**src/rtl/mips_pipe_control_if.sv**
```systemverilog
// rtl/mips_pipe_control_if.sv - decode-side and pipeline-control bundle for mips_pipe_control
//
// Purpose: groups the decode-stage inputs and every control/hazard output of
// the pipelined MIPS control unit into one bundle.
// Ports (by modport):
//   slave  (control unit): in  Opcode_D, Rs_D, Rt_D, Rd_D, Equal_D, Hold
//                          out Jump_D, PCSrc_D, ZeroExt_D, Stall_F, Stall_D,
//                              Flush_D, Flush_E, ALUOp_E, ALUSrc_E, RegDst_E,
//                              RegWrite_E, MemtoReg_E, Rs_E, Rt_E, WriteReg_E,
//                              MemWrite_M, RegWrite_M, MemtoReg_M, WriteReg_M,
//                              RegWrite_W, MemtoReg_W, WriteReg_W
//   master (datapath/bench): the same signals with directions reversed
interface mips_pipe_control_if #(
  parameter int ADDR_W = 5
);
  logic [5:0]        Opcode_D;
  logic [ADDR_W-1:0] Rs_D;
  logic [ADDR_W-1:0] Rt_D;
  logic [ADDR_W-1:0] Rd_D;
  logic              Equal_D;
  logic              Hold;

  logic              Jump_D;
  logic              PCSrc_D;
  logic              ZeroExt_D;
  logic              Stall_F;
  logic              Stall_D;
  logic              Flush_D;
  logic              Flush_E;

  logic [2:0]        ALUOp_E;
  logic              ALUSrc_E;
  logic              RegDst_E;
  logic              RegWrite_E;
  logic              MemtoReg_E;
  logic [ADDR_W-1:0] Rs_E;
  logic [ADDR_W-1:0] Rt_E;
  logic [ADDR_W-1:0] WriteReg_E;

  logic              MemWrite_M;
  logic              RegWrite_M;
  logic              MemtoReg_M;
  logic [ADDR_W-1:0] WriteReg_M;

  logic              RegWrite_W;
  logic              MemtoReg_W;
  logic [ADDR_W-1:0] WriteReg_W;

  modport slave (
    input  Opcode_D, Rs_D, Rt_D, Rd_D, Equal_D, Hold,
    output Jump_D, PCSrc_D, ZeroExt_D, Stall_F, Stall_D, Flush_D, Flush_E,
           ALUOp_E, ALUSrc_E, RegDst_E, RegWrite_E, MemtoReg_E,
           Rs_E, Rt_E, WriteReg_E,
           MemWrite_M, RegWrite_M, MemtoReg_M, WriteReg_M,
           RegWrite_W, MemtoReg_W, WriteReg_W
  );

  modport master (
    output Opcode_D, Rs_D, Rt_D, Rd_D, Equal_D, Hold,
    input  Jump_D, PCSrc_D, ZeroExt_D, Stall_F, Stall_D, Flush_D, Flush_E,
           ALUOp_E, ALUSrc_E, RegDst_E, RegWrite_E, MemtoReg_E,
           Rs_E, Rt_E, WriteReg_E,
           MemWrite_M, RegWrite_M, MemtoReg_M, WriteReg_M,
           RegWrite_W, MemtoReg_W, WriteReg_W
  );
endinterface

```
**src/rtl/mips_pipe_control.sv**
```systemverilog
// rtl/mips_pipe_control.sv - pipelined decode, hazard detection and control registers for a 5-stage MIPS
//
// Purpose: decodes the D-stage opcode, carries the control bundle through the
// ID/EX, EX/MEM and MEM/WB registers, and raises stall/flush/redirect for
// load-use and decode-branch hazards.
// Ports:
//   clk  - rising-edge clock
//   rst  - asynchronous active-high reset of all pipeline registers
//   bus  - mips_pipe_control_if.slave (decode inputs, hazard and stage controls)
// Parameters:
//   EXT_OPS - 1 enables bne/andi/ori/slti decode
//   ADDR_W  - register address width
module mips_pipe_control #(
  parameter bit EXT_OPS = 1'b1,
  parameter int ADDR_W  = 5
) (
  input  logic                clk,
  input  logic                rst,
  mips_pipe_control_if.slave  bus
);

  localparam logic [5:0] OP_RTYPE = 6'b000000;
  localparam logic [5:0] OP_J     = 6'b000010;
  localparam logic [5:0] OP_BEQ   = 6'b000100;
  localparam logic [5:0] OP_BNE   = 6'b000101;
  localparam logic [5:0] OP_ADDI  = 6'b001000;
  localparam logic [5:0] OP_SLTI  = 6'b001010;
  localparam logic [5:0] OP_ANDI  = 6'b001100;
  localparam logic [5:0] OP_ORI   = 6'b001101;
  localparam logic [5:0] OP_LW    = 6'b100011;
  localparam logic [5:0] OP_SW    = 6'b101011;

  localparam logic [2:0] ALU_ADD   = 3'b000;
  localparam logic [2:0] ALU_SUB   = 3'b001;
  localparam logic [2:0] ALU_FUNCT = 3'b010;
  localparam logic [2:0] ALU_AND   = 3'b011;
  localparam logic [2:0] ALU_OR    = 3'b100;
  localparam logic [2:0] ALU_SLT   = 3'b101;

  // decode-stage control bundle
  logic       w_reg_write_d;
  logic       w_mem_to_reg_d;
  logic       w_mem_write_d;
  logic [2:0] w_alu_op_d;
  logic       w_alu_src_d;
  logic       w_reg_dst_d;
  logic       w_branch_d;
  logic       w_branch_ne_d;
  logic       w_jump_d;
  logic       w_zero_ext_d;

  // ID/EX
  logic              r_reg_write_e;
  logic              r_mem_to_reg_e;
  logic              r_mem_write_e;
  logic [2:0]        r_alu_op_e;
  logic              r_alu_src_e;
  logic              r_reg_dst_e;
  logic [ADDR_W-1:0] r_rs_e;
  logic [ADDR_W-1:0] r_rt_e;
  logic [ADDR_W-1:0] r_rd_e;

  // EX/MEM
  logic              r_reg_write_m;
  logic              r_mem_to_reg_m;
  logic              r_mem_write_m;
  logic [ADDR_W-1:0] r_write_reg_m;

  // MEM/WB
  logic              r_reg_write_w;
  logic              r_mem_to_reg_w;
  logic [ADDR_W-1:0] r_write_reg_w;

  logic [ADDR_W-1:0] w_write_reg_e;
  logic              w_e_hit;
  logic              w_m_hit;
  logic              w_lw_stall;
  logic              w_br_stall;
  logic              w_stall;
  logic              w_flush_e;
  logic              w_pc_src;
  logic              w_jump_taken;

  always_comb begin
    w_reg_write_d  = 1'b0;
    w_mem_to_reg_d = 1'b0;
    w_mem_write_d  = 1'b0;
    w_alu_op_d     = ALU_ADD;
    w_alu_src_d    = 1'b0;
    w_reg_dst_d    = 1'b0;
    w_branch_d     = 1'b0;
    w_branch_ne_d  = 1'b0;
    w_jump_d       = 1'b0;
    w_zero_ext_d   = 1'b0;
    case (bus.Opcode_D)
      OP_LW: begin
        w_reg_write_d  = 1'b1;
        w_mem_to_reg_d = 1'b1;
        w_alu_src_d    = 1'b1;
      end
      OP_SW: begin
        w_mem_write_d = 1'b1;
        w_alu_src_d   = 1'b1;
      end
      OP_RTYPE: begin
        w_reg_write_d = 1'b1;
        w_reg_dst_d   = 1'b1;
        w_alu_op_d    = ALU_FUNCT;
      end
      OP_ADDI: begin
        w_reg_write_d = 1'b1;
        w_alu_src_d   = 1'b1;
      end
      OP_BEQ: begin
        w_branch_d = 1'b1;
        w_alu_op_d = ALU_SUB;
      end
      OP_J: w_jump_d = 1'b1;
      OP_BNE: begin
        if (EXT_OPS) begin
          w_branch_ne_d = 1'b1;
          w_alu_op_d    = ALU_SUB;
        end
      end
      OP_ANDI: begin
        if (EXT_OPS) begin
          w_reg_write_d = 1'b1;
          w_alu_src_d   = 1'b1;
          w_zero_ext_d  = 1'b1;
          w_alu_op_d    = ALU_AND;
        end
      end
      OP_ORI: begin
        if (EXT_OPS) begin
          w_reg_write_d = 1'b1;
          w_alu_src_d   = 1'b1;
          w_zero_ext_d  = 1'b1;
          w_alu_op_d    = ALU_OR;
        end
      end
      OP_SLTI: begin
        if (EXT_OPS) begin
          w_reg_write_d = 1'b1;
          w_alu_src_d   = 1'b1;
          w_alu_op_d    = ALU_SLT;
        end
      end
      default: ;
    endcase
  end

  assign w_write_reg_e = r_reg_dst_e ? r_rd_e : r_rt_e;

  // A producer targeting $0 never matches, so writes to $0 cannot stall.
  assign w_e_hit = (w_write_reg_e != '0) &&
                   ((w_write_reg_e == bus.Rs_D) || (w_write_reg_e == bus.Rt_D));
  assign w_m_hit = (r_write_reg_m != '0) &&
                   ((r_write_reg_m == bus.Rs_D) || (r_write_reg_m == bus.Rt_D));

  assign w_lw_stall = r_mem_to_reg_e & r_reg_write_e & w_e_hit;
  // Branches compare in D, so they must also wait for an ALU result in E
  // and for a load result still in M.
  assign w_br_stall = (w_branch_d | w_branch_ne_d) &
                      ((r_reg_write_e & w_e_hit) | (r_mem_to_reg_m & w_m_hit));
  assign w_stall    = w_lw_stall | w_br_stall;

  // Hold wins over hazards: nothing is bubbled or redirected while frozen.
  assign w_flush_e    = w_stall & ~bus.Hold;
  assign w_pc_src     = ~w_stall & ((w_branch_d & bus.Equal_D) |
                                    (w_branch_ne_d & ~bus.Equal_D));
  assign w_jump_taken = w_jump_d & ~w_stall;

  assign bus.Stall_F   = w_stall | bus.Hold;
  assign bus.Stall_D   = w_stall | bus.Hold;
  assign bus.Flush_E   = w_flush_e;
  assign bus.PCSrc_D   = w_pc_src;
  assign bus.Jump_D    = w_jump_taken;
  assign bus.Flush_D   = (w_pc_src | w_jump_taken) & ~bus.Hold;
  assign bus.ZeroExt_D = w_zero_ext_d;

  always_ff @(posedge clk or posedge rst) begin
    if (rst) begin
      r_reg_write_e  <= 1'b0;
      r_mem_to_reg_e <= 1'b0;
      r_mem_write_e  <= 1'b0;
      r_alu_op_e     <= ALU_ADD;
      r_alu_src_e    <= 1'b0;
      r_reg_dst_e    <= 1'b0;
      r_rs_e         <= '0;
      r_rt_e         <= '0;
      r_rd_e         <= '0;
      r_reg_write_m  <= 1'b0;
      r_mem_to_reg_m <= 1'b0;
      r_mem_write_m  <= 1'b0;
      r_write_reg_m  <= '0;
      r_reg_write_w  <= 1'b0;
      r_mem_to_reg_w <= 1'b0;
      r_write_reg_w  <= '0;
    end else if (!bus.Hold) begin
      r_reg_write_w  <= r_reg_write_m;
      r_mem_to_reg_w <= r_mem_to_reg_m;
      r_write_reg_w  <= r_write_reg_m;
      r_reg_write_m  <= r_reg_write_e;
      r_mem_to_reg_m <= r_mem_to_reg_e;
      r_mem_write_m  <= r_mem_write_e;
      r_write_reg_m  <= w_write_reg_e;
      if (w_flush_e) begin
        r_reg_write_e  <= 1'b0;
        r_mem_to_reg_e <= 1'b0;
        r_mem_write_e  <= 1'b0;
        r_alu_op_e     <= ALU_ADD;
        r_alu_src_e    <= 1'b0;
        r_reg_dst_e    <= 1'b0;
        r_rs_e         <= '0;
        r_rt_e         <= '0;
        r_rd_e         <= '0;
      end else begin
        r_reg_write_e  <= w_reg_write_d;
        r_mem_to_reg_e <= w_mem_to_reg_d;
        r_mem_write_e  <= w_mem_write_d;
        r_alu_op_e     <= w_alu_op_d;
        r_alu_src_e    <= w_alu_src_d;
        r_reg_dst_e    <= w_reg_dst_d;
        r_rs_e         <= bus.Rs_D;
        r_rt_e         <= bus.Rt_D;
        r_rd_e         <= bus.Rd_D;
      end
    end
  end

  assign bus.ALUOp_E    = r_alu_op_e;
  assign bus.ALUSrc_E   = r_alu_src_e;
  assign bus.RegDst_E   = r_reg_dst_e;
  assign bus.RegWrite_E = r_reg_write_e;
  assign bus.MemtoReg_E = r_mem_to_reg_e;
  assign bus.Rs_E       = r_rs_e;
  assign bus.Rt_E       = r_rt_e;
  assign bus.WriteReg_E = w_write_reg_e;

  assign bus.MemWrite_M = r_mem_write_m;
  assign bus.RegWrite_M = r_reg_write_m;
  assign bus.MemtoReg_M = r_mem_to_reg_m;
  assign bus.WriteReg_M = r_write_reg_m;

  assign bus.RegWrite_W = r_reg_write_w;
  assign bus.MemtoReg_W = r_mem_to_reg_w;
  assign bus.WriteReg_W = r_write_reg_w;

endmodule
```
**src/flat_wrapper.sv**
```systemverilog
// flat-port wrapper written by rule: the top's interface ports become plain ports
module mips_pipe_control_flat 
#(
  parameter bit EXT_OPS = 1'b1,
  parameter int ADDR_W  = 5
)
  (clk, rst, bus_Opcode_D, bus_Rs_D, bus_Rt_D, bus_Rd_D, bus_Equal_D, bus_Hold, bus_Jump_D, bus_PCSrc_D, bus_ZeroExt_D, bus_Stall_F, bus_Stall_D, bus_Flush_D, bus_Flush_E, bus_ALUOp_E, bus_ALUSrc_E, bus_RegDst_E, bus_RegWrite_E, bus_MemtoReg_E, bus_Rs_E, bus_Rt_E, bus_WriteReg_E, bus_MemWrite_M, bus_RegWrite_M, bus_MemtoReg_M, bus_WriteReg_M, bus_RegWrite_W, bus_MemtoReg_W, bus_WriteReg_W);
  mips_pipe_control_if #(.ADDR_W(ADDR_W)) bus_i ();
  input  logic clk;
  input  logic rst;
  input wire logic [$bits(bus_i.Opcode_D)-1:0] bus_Opcode_D;
  input wire logic [$bits(bus_i.Rs_D)-1:0] bus_Rs_D;
  input wire logic [$bits(bus_i.Rt_D)-1:0] bus_Rt_D;
  input wire logic [$bits(bus_i.Rd_D)-1:0] bus_Rd_D;
  input wire logic [$bits(bus_i.Equal_D)-1:0] bus_Equal_D;
  input wire logic [$bits(bus_i.Hold)-1:0] bus_Hold;
  output wire logic [$bits(bus_i.Jump_D)-1:0] bus_Jump_D;
  output wire logic [$bits(bus_i.PCSrc_D)-1:0] bus_PCSrc_D;
  output wire logic [$bits(bus_i.ZeroExt_D)-1:0] bus_ZeroExt_D;
  output wire logic [$bits(bus_i.Stall_F)-1:0] bus_Stall_F;
  output wire logic [$bits(bus_i.Stall_D)-1:0] bus_Stall_D;
  output wire logic [$bits(bus_i.Flush_D)-1:0] bus_Flush_D;
  output wire logic [$bits(bus_i.Flush_E)-1:0] bus_Flush_E;
  output wire logic [$bits(bus_i.ALUOp_E)-1:0] bus_ALUOp_E;
  output wire logic [$bits(bus_i.ALUSrc_E)-1:0] bus_ALUSrc_E;
  output wire logic [$bits(bus_i.RegDst_E)-1:0] bus_RegDst_E;
  output wire logic [$bits(bus_i.RegWrite_E)-1:0] bus_RegWrite_E;
  output wire logic [$bits(bus_i.MemtoReg_E)-1:0] bus_MemtoReg_E;
  output wire logic [$bits(bus_i.Rs_E)-1:0] bus_Rs_E;
  output wire logic [$bits(bus_i.Rt_E)-1:0] bus_Rt_E;
  output wire logic [$bits(bus_i.WriteReg_E)-1:0] bus_WriteReg_E;
  output wire logic [$bits(bus_i.MemWrite_M)-1:0] bus_MemWrite_M;
  output wire logic [$bits(bus_i.RegWrite_M)-1:0] bus_RegWrite_M;
  output wire logic [$bits(bus_i.MemtoReg_M)-1:0] bus_MemtoReg_M;
  output wire logic [$bits(bus_i.WriteReg_M)-1:0] bus_WriteReg_M;
  output wire logic [$bits(bus_i.RegWrite_W)-1:0] bus_RegWrite_W;
  output wire logic [$bits(bus_i.MemtoReg_W)-1:0] bus_MemtoReg_W;
  output wire logic [$bits(bus_i.WriteReg_W)-1:0] bus_WriteReg_W;
  assign bus_i.Opcode_D = bus_Opcode_D;
  assign bus_i.Rs_D = bus_Rs_D;
  assign bus_i.Rt_D = bus_Rt_D;
  assign bus_i.Rd_D = bus_Rd_D;
  assign bus_i.Equal_D = bus_Equal_D;
  assign bus_i.Hold = bus_Hold;
  assign bus_Jump_D = bus_i.Jump_D;
  assign bus_PCSrc_D = bus_i.PCSrc_D;
  assign bus_ZeroExt_D = bus_i.ZeroExt_D;
  assign bus_Stall_F = bus_i.Stall_F;
  assign bus_Stall_D = bus_i.Stall_D;
  assign bus_Flush_D = bus_i.Flush_D;
  assign bus_Flush_E = bus_i.Flush_E;
  assign bus_ALUOp_E = bus_i.ALUOp_E;
  assign bus_ALUSrc_E = bus_i.ALUSrc_E;
  assign bus_RegDst_E = bus_i.RegDst_E;
  assign bus_RegWrite_E = bus_i.RegWrite_E;
  assign bus_MemtoReg_E = bus_i.MemtoReg_E;
  assign bus_Rs_E = bus_i.Rs_E;
  assign bus_Rt_E = bus_i.Rt_E;
  assign bus_WriteReg_E = bus_i.WriteReg_E;
  assign bus_MemWrite_M = bus_i.MemWrite_M;
  assign bus_RegWrite_M = bus_i.RegWrite_M;
  assign bus_MemtoReg_M = bus_i.MemtoReg_M;
  assign bus_WriteReg_M = bus_i.WriteReg_M;
  assign bus_RegWrite_W = bus_i.RegWrite_W;
  assign bus_MemtoReg_W = bus_i.MemtoReg_W;
  assign bus_WriteReg_W = bus_i.WriteReg_W;
  mips_pipe_control #(.EXT_OPS(EXT_OPS), .ADDR_W(ADDR_W)) u_core (.clk(clk), .rst(rst), .bus(bus_i));
endmodule
```
**config.mk**
```make
export PLATFORM = sky130hd
export DESIGN_NAME = mips_pipe_control_flat
export DESIGN_NICKNAME = d
export VERILOG_FILES = /design/src/rtl/mips_pipe_control_if.sv /design/src/rtl/mips_pipe_control.sv /design/src/flat_wrapper.sv
export SDC_FILE = /design/constraint.sdc
export NUM_CORES = 1
export LEC_CHECK = 0
export CORE_MARGIN = 2
export CORE_UTILIZATION = 40
export DETAILED_ROUTE_END_ITERATION = 10
export PLACE_DENSITY = 0.72
export SYNTH_ARGS = -nofsm -noshare
export SYNTH_HDL_FRONTEND = slang
export SYNTH_SLANG_ARGS = --single-unit
```
**constraint.sdc**
```tcl
create_clock -name clk -period 3 [get_ports clk]
set_input_delay 0.6 -clock clk [delete_from_list [all_inputs] [get_ports clk]]
set_output_delay 0.6 -clock clk [all_outputs]
set_load 0.01 [all_outputs]
```
# Yosys cells after proc, flatten, opt, wreduce, memory -nomap -nowiden

Cells that the tools add are included.

Output and inout bits: 44
Logic and storage cells: 80
Input bits: 25
Bits in registers: 38

Equality and inequality tests: 13
Reduce and logical (&&, ||, !) cells: 11
Bitwise logic cells: 20
Multiplexer cells: 20

Operators with widths:

| kind                                                 | number |
|---|---|
| equality test 6 x 4 -> 1 bit (second input constant) | 4 |
| equality test 5 bit                                  | 4 |
| two-way mux 5 bit                                    | 4 |
| one-hot mux 3 bit (5 select lines)                   | 1 |
| two-way mux 1 bit                                    | 14 |
| equality test 6 x 3 -> 1 bit (second input constant) | 2 |
| equality test 6 bit (second input constant)          | 2 |
| OR reduction 6 bit                                   | 2 |
| bitwise AND 1 bit                                    | 11 |
| nonzero test 5 bit                                   | 2 |
| equality test 6 x 2 -> 1 bit (second input constant) | 1 |
| logical NOT 6 bit                                    | 1 |
| bitwise OR 1 bit                                     | 6 |
| OR reduction 2 bit                                   | 2 |
| two-way mux 3 bit                                    | 1 |
| NOT 1 bit                                            | 3 |
| logical AND 1 bit                                    | 2 |
| logical OR 1 bit                                     | 2 |

# Logic depth before layout (Yosys ltp)

Gate-level depths: netlist of run 1.

Depth after elaboration: 12
Gate-level depth with buffers: 9

# Worst setup path after synthesis of run 1

OpenSTA, ideal clock, no wires.

Path type: input -> output
Start point: input bus_Opcode_D[3]
End point: output bus_Stall_F
Buffers on the path: 2
Stages on the path: 8
Arrival: 2.138 ns
Setup slack: 0.262 ns
Path through: or3_4 -> nor2_4 -> o2111ai_4 -> nor4_4 -> nor4_4 -> buf_6 -> inv_2 -> buf_4

Word-level cells in the longest chain between the ends: 6

Ends and longest elaborated chain:

| element                      | line                     | text |
|---|---|---|
| start, declared              | flat_wrapper.sv:11       | `input wire logic [$bits(bus_i.Opcode_D)-1:0] bus_Opcode_D;` |
| equality test 6 x 3 -> 1 bit | mips_pipe_control.sv:95  | `case (bus.Opcode_D)` |
| two-way mux 1 bit            | mips_pipe_control.sv:95  |  |
| bitwise OR 1 bit *           | mips_pipe_control.sv:163 | `assign w_br_stall = (w_branch_d \| w_branch_ne_d) &` |
| bitwise AND 1 bit *          | mips_pipe_control.sv:163 |  |
| bitwise OR 1 bit *           | mips_pipe_control.sv:165 | `assign w_stall = w_lw_stall \| w_br_stall;` |
| bitwise OR 1 bit *           | -                        |  |
| end, declared                | flat_wrapper.sv:20       | `output wire logic [$bits(bus_i.Stall_F)-1:0] bus_Stall_F;` |

Mark *: on every way between the ends. The rest lies on a longest branch, timed or not.

# Worst setup path in the final report of run 1

Start point: register u_core.r_reg_dst_e, in the netlist u_core.bus.RegDst_E
End point: output bus_Flush_D

Word-level cells in the longest chain between the ends: 12

Ends and longest elaborated chain:

| element                              | line                                               | text |
|---|---|---|
| start, declared                      | mips_pipe_control.sv:58                            | `logic r_reg_dst_e;` |
| start signal, assigned               | mips_pipe_control.sv:223                           | `r_reg_dst_e <= w_reg_dst_d;` |
| two-way mux 5 bit *                  | mips_pipe_control.sv:152                           | `assign w_write_reg_e = r_reg_dst_e ? r_rd_e : r_rt_e;` |
| equality test 5 bit                  | mips_pipe_control.sv:156                           | `((w_write_reg_e == bus.Rs_D) \|\| (w_write_reg_e == bus.Rt_D));` |
| logical OR 1 bit                     | mips_pipe_control.sv:156                           |  |
| logical AND 1 bit *                  | mips_pipe_control.sv:155                           | `assign w_e_hit = (w_write_reg_e != '0) &&` |
| bitwise AND 1 bit                    | mips_pipe_control.sv:164                           | `((r_reg_write_e & w_e_hit) \| (r_mem_to_reg_m & w_m_hit));` |
| bitwise OR 1 bit                     | mips_pipe_control.sv:164                           |  |
| bitwise AND 1 bit                    | mips_pipe_control.sv:163                           |  |
| bitwise OR 1 bit *                   | mips_pipe_control.sv:165                           |  |
| NOT 1 bit *                          | mips_pipe_control.sv:169, mips_pipe_control.sv:171 |  |
| bitwise AND 1 bit (on tied branches) | mips_pipe_control.sv:169, mips_pipe_control.sv:171 |  |
| bitwise OR 1 bit *                   | mips_pipe_control.sv:178                           | `assign bus.Flush_D = (w_pc_src \| w_jump_taken) & ~bus.Hold;` |
| bitwise AND 1 bit *                  | mips_pipe_control.sv:178                           |  |
| end, declared                        | flat_wrapper.sv:22                                 | `output wire logic [$bits(bus_i.Flush_D)-1:0] bus_Flush_D;` |

Marks and branches as above.

==> results of run 1 <==
registers in the layout, summed over array words and instances (netlist names), 3 cells and up:
| signal | cells |
|---|---|
| u_core.bus.Rs_E | 5 |
| u_core.bus.Rt_E | 5 |
| u_core.bus.WriteReg_M | 5 |
| u_core.bus.WriteReg_W | 5 |
| u_core.r_rd_e | 5 |
| u_core.bus.ALUOp_E | 3 |
per-layer routing:
| layer | up-vias | part of all wire |
|---|---|---|
| li1 | 810 | - |
| met4 | 0 | 0.017 |
| met5 | - | 0 |
| met1 | 830 | 0.45 |
| met2 | 36 | 0.49 |
| met3 | 9 | 0.043 |
cells by family (layout without fill, tap and decap cells):
logic type	Yosys count	in the layout	synth area share
AOI/OAI and AO/OA	34	34	0.147
muxes	20	20	0.111
and+or+nand+nor	37	37	0.132
DFF	38	38	0.476
xor gates and xnor gates	22	22	0.0964
buffers and inverters	17	116	0.0382
power by group through the flow:
stage	registers, mW	logic [mW]	clock network, mW
global route	0.600	0.400	0.395
finish	0.594	0.371	0.362
floorplan	0.622	0.152	0
CTS	0.593	0.374	0.370
detailed placement	0.603	0.373	0
global placement	0.600	0.372	0
timing repair:
item,4_1_cts,5_1_grt
endpoints found under the setup margin,6,6
setup buffers,5,4
resized for setup,30,17
pin swaps,10,12
hold endpoints to repair,0,0
cell usage after synthesis:
cell type / n
mux2_2: 18
mux2i_1: 2
or4_1: 1
xnor2_1: 16
inv_1: 5
and3b_1: 2
nand4b_1: 1
or3b_2: 1
or3_4: 1
dfrtp_1: 38
buf_2: 1
o21ai_0: 2
o22ai_1: 1
a211oi_1: 1
o211ai_1: 1
nor4_4: 3
inv_2: 1
nor4_1: 4
a32o_1: 6
a21oi_1: 4
a21o_1: 1
o2111ai_4: 1
a22o_1: 16
buf_1: 1
nor3_1: 4
xor2_1: 6
clkbuf_1: 7
buf_4: 1
nand2b_1: 1
o31ai_1: 1
nand3b_1: 2
or2_1: 1
nand3_1: 4
buf_6: 1
nor2_1: 8
nand2_1: 3
nor2_4: 1
worst register-to-register path, cell delays in order, from the launching register on:
cell     delay [ns]
dfrtp_2        0.44
mux2_2         0.40
xnor2_1        0.14
nand3_1        0.14
nor4_4         0.06
buf_4          0.15
nor3_1         0.64
a32o_1         0.28
how the worst max path moves through the flow:
stage / startpoint / end / slack (ns)
floorplan: bus_Opcode_D[3] / bus_Stall_F / 0.26
global placement: bus_Opcode_D[3] / bus_PCSrc_D / -0.53
detailed placement: bus_Opcode_D[3] / bus_PCSrc_D / -0.56
CTS: u_core.bus.RegDst_E / bus_Flush_D / -0.002
global route: u_core.r_rd_e[0] / bus_Flush_D / -0.01
finish: u_core.bus.RegDst_E / bus_Flush_D / 0.07
through the flow:
stage	utilization	setup WS, ns	instance area, sq um
after floorplan	-	0.262	2000
after global placement	0.608	-0.527	2910
after detailed placement	0.608	-0.559	2910
after CTS	0.633	-0.00187	3030
after global routing	0.640	-0.0127	3060
final	0.640	0.0736	3060
area by class of cell:
| class | instances | area share |
|---|---|---|
| Tap cell | 67 | 0.0274 |
| Inverter | 6 | 0.00735 |
| Sequential cell | 38 | 0.311 |
| Clock inverter | 1 | 0.00163 |
| Clock buffer | 7 | 0.0282 |
| Timing Repair Buffer | 102 | 0.296 |
| Multi-Input combinational cell | 113 | 0.329 |
==> impl_metrics.xml, run 1 <==
<?xml version="1.0" encoding="UTF-8"?>
<metrics>
  <group name="timing">
    <metric name="rsz0062_at_grt" unit="">yes</metric>
    <metric name="fin_worst_hold_slack" unit="ns">0.498</metric>
    <metric name="hold_vio_cnt_final" unit="">0</metric>
    <metric name="final.period_utilization" unit="">0.975</metric>
    <metric name="setup_viol_count_final" unit="">0</metric>
    <metric name="tightest_slew" unit="ns">0.788</metric>
    <metric name="finalClockSkew" unit="ns">0.00441</metric>
    <metric name="finalMaxSlewViolations" unit="">0</metric>
    <metric name="max_slew_margin" unit="">0.471</metric>
    <metric name="fmax" unit="GHz">0.342</metric>
    <metric name="final.setup.tns" unit="ns">0</metric>
    <metric name="layout_min_cycle_time" unit="ns">2.93</metric>
  </group>
  <group name="synth">
    <metric name="syn-mean-instance-area" unit="sq um">11.9</metric>
    <metric name="synth_top_area_share" unit="">0.476</metric>
    <metric name="ys_ff_latch" unit="">38</metric>
    <metric name="syn_area" unit="sq mm">0.00200</metric>
    <metric name="seq_area_frac_synth" unit="">0.476</metric>
    <metric name="synth_cell_type_count" unit="">37</metric>
    <metric name="biggest_area_contributors_in_the_synthesized_netlist" unit="">dfrtp_1 48%, mux2_2 10%, a22o_1 7.0%</metric>
    <metric name="yosys_warnings" unit="">0</metric>
    <metric name="synth.net_count" unit="">193</metric>
    <metric name="number_of_cells_produced_by_synthesis" unit="">168</metric>
    <metric name="yosys.area.top_type" unit="">dfrtp_1</metric>
  </group>
  <group name="worst_hold_path">
    <metric name="hp-start" unit="">u_core.bus.ALUOp_E[1]</metric>
    <metric name="timing.hold.worst_path_depth" unit="">1</metric>
    <metric name="min-delay-path-class" unit="">flop to flop</metric>
    <metric name="min_to" unit="">u_core.bus.ALUOp_E[1]</metric>
  </group>
  <group name="grt">
    <metric name="largest_net_degree_at_the_start_of_global_routing" unit="">42</metric>
    <metric name="use_met1" unit="">0.285</metric>
    <metric name="globalRouteMet2Util" unit="">0.310</metric>
    <metric name="grtUsageMet3" unit="">0.0469</metric>
    <metric name="grt_first_pass_wirelength" unit="um">8380</metric>
    <metric name="grt_usage" unit="">0.205</metric>
    <metric name="global_route.overflow_total" unit="">0</metric>
    <metric name="antenna_violations_before_repair" unit="">0</metric>
    <metric name="first_global_vias" unit="">1635</metric>
    <metric name="grt.busiest_layer" unit="">met2</metric>
  </group>
  <group name="floorplanning">
    <metric name="floorplan.initialDensity" unit="">0.418</metric>
    <metric name="chipWidth" unit="um">74.7</metric>
    <metric name="die-area" unit="sq mm">0.00558</metric>
    <metric name="die_height" unit="um">74.7</metric>
    <metric name="design.portCount" unit="">69</metric>
    <metric name="number_of_placement_rows" unit="">25</metric>
    <metric name="core_area" unit="sq mm">0.00479</metric>
  </group>
  <group name="critical_path">
    <metric name="cpPeakStageDelay" unit="ns">0.44</metric>
    <metric name="rr_startpoint" unit="">u_core.bus.RegDst_E</metric>
    <metric name="critPathKind" unit="">flop to output pin</metric>
    <metric name="end_kind" unit="">output pin</metric>
    <metric name="crit-reg2reg-capture" unit="">u_core.bus.RegWrite_E</metric>
    <metric name="timing.critical_path.from_type" unit="">flop</metric>
    <metric name="crit_chain" unit="">mux2_2 &gt; xnor2_1 &gt; nand3_1 &gt; nor4_4 &gt; buf_4 &gt; nor4_4 &gt; and3b_1 &gt; buf_2</metric>
    <metric name="worstPathMaxFanout" unit="">6</metric>
    <metric name="worstSetupPathDepth" unit="">8</metric>
    <metric name="crit_required" unit="ns">2.40</metric>
    <metric name="crit_top_cell" unit="">nor4_4</metric>
    <metric name="reg2reg_setup_slack" unit="ns">0.70</metric>
    <metric name="cp_num_buf_inv" unit="">2</metric>
    <metric name="crit_slowest_cell" unit="">dfrtp_2</metric>
    <metric name="critical_path.top_delay_family" unit="">simple AND/OR/NAND/NOR gates</metric>
    <metric name="arrival" unit="ns">2.33</metric>
    <metric name="worstRegToRegCells" unit="">7</metric>
  </group>
  <group name="power">
    <metric name="internal_power" unit="mW">0.956</metric>
    <metric name="fraction_of_power_consumed_by_sequential_logic" unit="">0.448</metric>
    <metric name="p_comb_frac" unit="">0.280</metric>
    <metric name="fin_total_pwr" unit="mW">1.33</metric>
    <metric name="clockPowerShare" unit="">0.273</metric>
    <metric name="vdd.ir_drop.worst" unit="uV">355</metric>
    <metric name="net-switching-power" unit="mW">0.370</metric>
    <metric name="power.share.switching" unit="">0.279</metric>
    <metric name="p_leak" unit="nW">1.39</metric>
    <metric name="cellPowerDensity" unit="mW/mm^2">433</metric>
  </group>
  <group name="clocking">
    <metric name="cts_root_buffer" unit="">clkbuf_8</metric>
    <metric name="clock_sinks" unit="">38</metric>
    <metric name="cts.reportedPaths.clkPinSlew" unit="ns">0.07</metric>
    <metric name="cts-root-to-sink-buffers" unit="">2</metric>
    <metric name="clk-insertion-delay-late" unit="ns">0.30</metric>
    <metric name="cts_made_buffers" unit="">5</metric>
    <metric name="cts_hold_repair.buffers" unit="">0</metric>
    <metric name="cts_max_level" unit="">2</metric>
    <metric name="tritoncts" unit="">built</metric>
  </group>
  <group name="detailed_routing">
    <metric name="ant_nets" unit="">0</metric>
    <metric name="via_count" unit="">1685</metric>
    <metric name="vias_per_cell" unit="">5.04</metric>
    <metric name="drt_iter0_markers" unit="">67</metric>
    <metric name="wl_per_cell" unit="um">15.8</metric>
    <metric name="drc_errors" unit="">0</metric>
    <metric name="route.final.wire_length" unit="um">5280</metric>
    <metric name="drt_first_pass_iters" unit="">5</metric>
  </group>
  <group name="cells_and_area">
    <metric name="multi_input_area" unit="sq mm">0.00101</metric>
    <metric name="final_layout_size_suffix_gt1_frac" unit="">0.307</metric>
    <metric name="layout_common_cells" unit="">51 x clkdlybuf4s50_1, 37 x dfrtp_1, 34 x buf_4, 18 x mux2_2</metric>
    <metric name="nNetsFinal" unit="">291</metric>
    <metric name="stdcell_count" unit="">334</metric>
    <metric name="area.sequential" unit="sq um">952</metric>
    <metric name="final_common_cell" unit="">clkdlybuf4s50_1</metric>
    <metric name="antennaDiodeCount" unit="">0</metric>
    <metric name="fillerInstances" unit="">405</metric>
    <metric name="synthToLayoutAreaGrowth" unit="%">53.4</metric>
  </group>
  <group name="status">
    <metric name="run_status" unit="">completed</metric>
  </group>
  <group name="placement">
    <metric name="gpl.final_weighted_congestion" unit="">0.921</metric>
    <metric name="port_buffers" unit="">68</metric>
    <metric name="placedCellCount" unit="">319</metric>
    <metric name="post-dp-hpwl" unit="um">3870</metric>
  </group>
  <group name="flow_run">
    <metric name="drv.max_cap_violation_count" unit="">0</metric>
  </group>
</metrics>
Note: power is estimated with default switching activity, not from simulation.
==> inputs of run 2 (changes only) <==
--- a/config.mk
+++ b/config.mk
@@ -6,9 +6,10 @@
 export NUM_CORES = 1
 export LEC_CHECK = 0
 export CORE_MARGIN = 2
-export CORE_UTILIZATION = 40
+export CORE_UTILIZATION = 45
 export DETAILED_ROUTE_END_ITERATION = 10
-export PLACE_DENSITY = 0.72
+export HOLD_SLACK_MARGIN = 0.1
+export PLACE_DENSITY = 0.8
 export SYNTH_ARGS = -nofsm -noshare
 export SYNTH_HDL_FRONTEND = slang
 export SYNTH_SLANG_ARGS = --single-unit
==> run 2 against run 1 <==
  * The flow now finishes with violations (setup timing)
  * Fmax shrank 3.5%
  * Clock power barely moved
  * Non-clock buffer count decreased by 1
  * Critical path depth rose by 1
  * First-iteration DRC count increased by 57%
  * Largest cell class unchanged
==> impl_metrics.xml, run 2 (synthesis results as in run 1) <==
<?xml version="1.0" encoding="UTF-8"?>
<metrics>
  <group name="detailed_routing">
    <metric name="ant_nets" unit="">0</metric>
    <metric name="route.final.wire_length" unit="um">5500</metric>
    <metric name="via_count" unit="">1760</metric>
    <metric name="drt_first_pass_iters" unit="">4</metric>
    <metric name="drc_errors" unit="">0</metric>
    <metric name="drt_iter0_markers" unit="">105</metric>
    <metric name="vias_per_cell" unit="">5.53</metric>
    <metric name="wl_per_cell" unit="um">17.3</metric>
  </group>
  <group name="timing">
    <metric name="fmax" unit="GHz">0.330</metric>
    <metric name="finalClockSkew" unit="ns">0.00831</metric>
    <metric name="hold_vio_cnt_final" unit="">0</metric>
    <metric name="layout_setup_ws" unit="ns">-0.0324</metric>
    <metric name="max_slew_margin" unit="">0.520</metric>
    <metric name="layout_min_cycle_time" unit="ns">3.03</metric>
    <metric name="final.setup.tns" unit="ns">-0.0348</metric>
    <metric name="rsz0062_at_grt" unit="">yes</metric>
    <metric name="finalMaxSlewViolations" unit="">0</metric>
    <metric name="tightest_slew" unit="ns">0.715</metric>
    <metric name="setup_viol_count_final" unit="">2</metric>
    <metric name="final.period_utilization" unit="">1.01</metric>
  </group>
  <group name="placement">
    <metric name="gpl.final_weighted_congestion" unit="">0.890</metric>
    <metric name="post-dp-hpwl" unit="um">3860</metric>
    <metric name="place_area" unit="sq mm">0.00287</metric>
    <metric name="port_buffers" unit="">68</metric>
  </group>
  <group name="clocking">
    <metric name="cts.reportedPaths.clkPinSlew" unit="ns">0.07</metric>
    <metric name="cts-root-to-sink-buffers" unit="">2</metric>
    <metric name="cts_root_buffer" unit="">clkbuf_8</metric>
    <metric name="clk-insertion-delay-late" unit="ns">0.29</metric>
    <metric name="cts_max_level" unit="">2</metric>
    <metric name="cts_made_buffers" unit="">5</metric>
    <metric name="clock_sinks" unit="">38</metric>
    <metric name="tritoncts" unit="">built</metric>
  </group>
  <group name="worst_hold_path">
    <metric name="min-delay-path-class" unit="">flop to flop</metric>
    <metric name="hp-start" unit="">u_core.r_mem_write_e</metric>
  </group>
  <group name="grt">
    <metric name="first_global_vias" unit="">1678</metric>
    <metric name="grt_usage" unit="">0.225</metric>
    <metric name="largest_net_degree_at_the_start_of_global_routing" unit="">42</metric>
    <metric name="antenna_violations_before_repair" unit="">0</metric>
    <metric name="grt_first_pass_wirelength" unit="um">8630</metric>
    <metric name="global_route.overflow_total" unit="">0</metric>
  </group>
  <group name="cells_and_area">
    <metric name="fillerInstances" unit="">329</metric>
    <metric name="final_common_cell" unit="">clkdlybuf4s50_1</metric>
    <metric name="final_layout_size_suffix_gt1_frac" unit="">0.305</metric>
    <metric name="antennaDiodeCount" unit="">0</metric>
    <metric name="synthToLayoutAreaGrowth" unit="%">52.7</metric>
    <metric name="nNetsFinal" unit="">290</metric>
    <metric name="final_design_area_no_fill" unit="sq mm">0.00305</metric>
    <metric name="layout_common_cells" unit="">56 x clkdlybuf4s50_1, 37 x dfrtp_1, 32 x buf_4, 16 x xnor2_1, 16 x a22o_1</metric>
  </group>
  <group name="critical_path">
    <metric name="critPathKind" unit="">flop to output pin</metric>
    <metric name="worstPathMaxFanout" unit="">4</metric>
    <metric name="critPathLaunch" unit="">u_core.r_rd_e[3]</metric>
    <metric name="end_kind" unit="">output pin</metric>
    <metric name="crit_required" unit="ns">2.40</metric>
    <metric name="timing.critical_path.from_type" unit="">flop</metric>
    <metric name="arrival" unit="ns">2.43</metric>
    <metric name="rr_startpoint" unit="">u_core.r_rd_e[3]</metric>
  </group>
  <group name="power">
    <metric name="power.share.switching" unit="">0.281</metric>
    <metric name="vdd.ir_drop.worst" unit="uV">300</metric>
    <metric name="internal_power" unit="mW">0.959</metric>
    <metric name="p_leak" unit="nW">1.35</metric>
    <metric name="cellPowerDensity" unit="mW/mm^2">437</metric>
    <metric name="fin_total_pwr" unit="mW">1.33</metric>
    <metric name="fraction_of_power_consumed_by_sequential_logic" unit="">0.447</metric>
    <metric name="net-switching-power" unit="mW">0.375</metric>
    <metric name="clockPowerShare" unit="">0.270</metric>
    <metric name="p_comb_frac" unit="">0.283</metric>
  </group>
  <group name="floorplanning">
    <metric name="die-area" unit="sq mm">0.00499</metric>
    <metric name="die_height" unit="um">70.6</metric>
    <metric name="floorplan.initialDensity" unit="">0.462</metric>
    <metric name="design.portCount" unit="">69</metric>
    <metric name="chipWidth" unit="um">70.6</metric>
    <metric name="core_area" unit="sq mm">0.00432</metric>
    <metric name="number_of_placement_rows" unit="">24</metric>
  </group>
  <group name="status">
    <metric name="violations" unit="">setup timing</metric>
    <metric name="run_status" unit="">finished with violations</metric>
  </group>
  <group name="flow_run">
    <metric name="drv.max_cap_violation_count" unit="">0</metric>
  </group>
</metrics>
[run 2: cell count changes in the layout (fill, tap and decap cells not counted), moves of 2 or more]
cell,change
dlymetal6s2s_1,-6
clkbuf_2,-3
buf_4,-2
mux2_4,+3
buf_6,+3
clkdlybuf4s50_1,+5
mux2_2,-3
[run 2: routing by layer]
metal / track usage / vias to the layer above / wire, um
li1: - / 809 / -
met1: 0.297 / 879 / 2310
met2: 0.360 / 63 / 2740
met3: 0.0598 / 9 / 352
met4: 0.0818 / 0 / 92
met5: 0 / - / 0
[run 2: final cells by class]
type	instances	area [sq um]	area share
multi-input combinational	113	1010	0.333
sequential	38	952	0.312
timing repair buffer	101	905	0.297
clock buffer	7	86.3	0.0283
tap	52	65.1	0.0213
inverter	6	22.5	0.00738
clock inverter	1	5.00	0.00164
[run 2: power groups by stage]
stage	registers, mW	logic (mW)	clock network [mW]
finish	0.596	0.377	0.360
global route	0.600	0.402	0.394
CTS	0.594	0.372	0.370
detailed placement	0.602	0.370	0
global placement	0.600	0.365	0
floorplan	0.622	0.152	0
[run 2: critical path: stages (launching register included)]
cell and delay [ns]:
dfrtp_1 0.43, nor4_2 0.30, nand3b_1 0.21, o2111ai_4 0.19, buf_6 0.14, nor4_4 0.03
buf_4 0.15, nor4_4 0.34, and3b_1 0.22, buf_2 0.13
[run 2: through the flow]
stage               utilization  instances  hold slack [ns]  worst slack, ns
floorplan                     -        168            0.459            0.262
global placement          0.664        301            0.478           -0.515
detailed placement        0.664        301            0.488           -0.572
CTS                       0.694        315            0.505           0.0143
global route              0.705        318            0.520          -0.0999
finish                    0.705        318            0.497          -0.0324
[run 2: worst paths after layout]
kind	end	cells after the start	slack [ns]
hold / removal	u_core.r_mem_write_e	1	0.50
hold reg to reg	u_core.r_mem_write_e	1	0.50
min in group asynchronous	u_core.bus.Rt_E[4]	3	0.72
setup reg to reg	u_core.bus.ALUOp_E[1]	9	0.49
setup / recovery	bus_Flush_D	9	-0.03
max in group asynchronous	u_core.bus.RegDst_E	3	1.92
[run 2: what timing repair did]
action / 4_1_cts / 5_1_grt
setup endpoints to repair: 6 / 6
pin swaps: 7 / 9
hold buffers: 0 / 0
resized for setup: 34 / 15
gates cloned: 0 / 0
buffers inserted: 6 / 3
hold endpoints to repair: 0 / 0
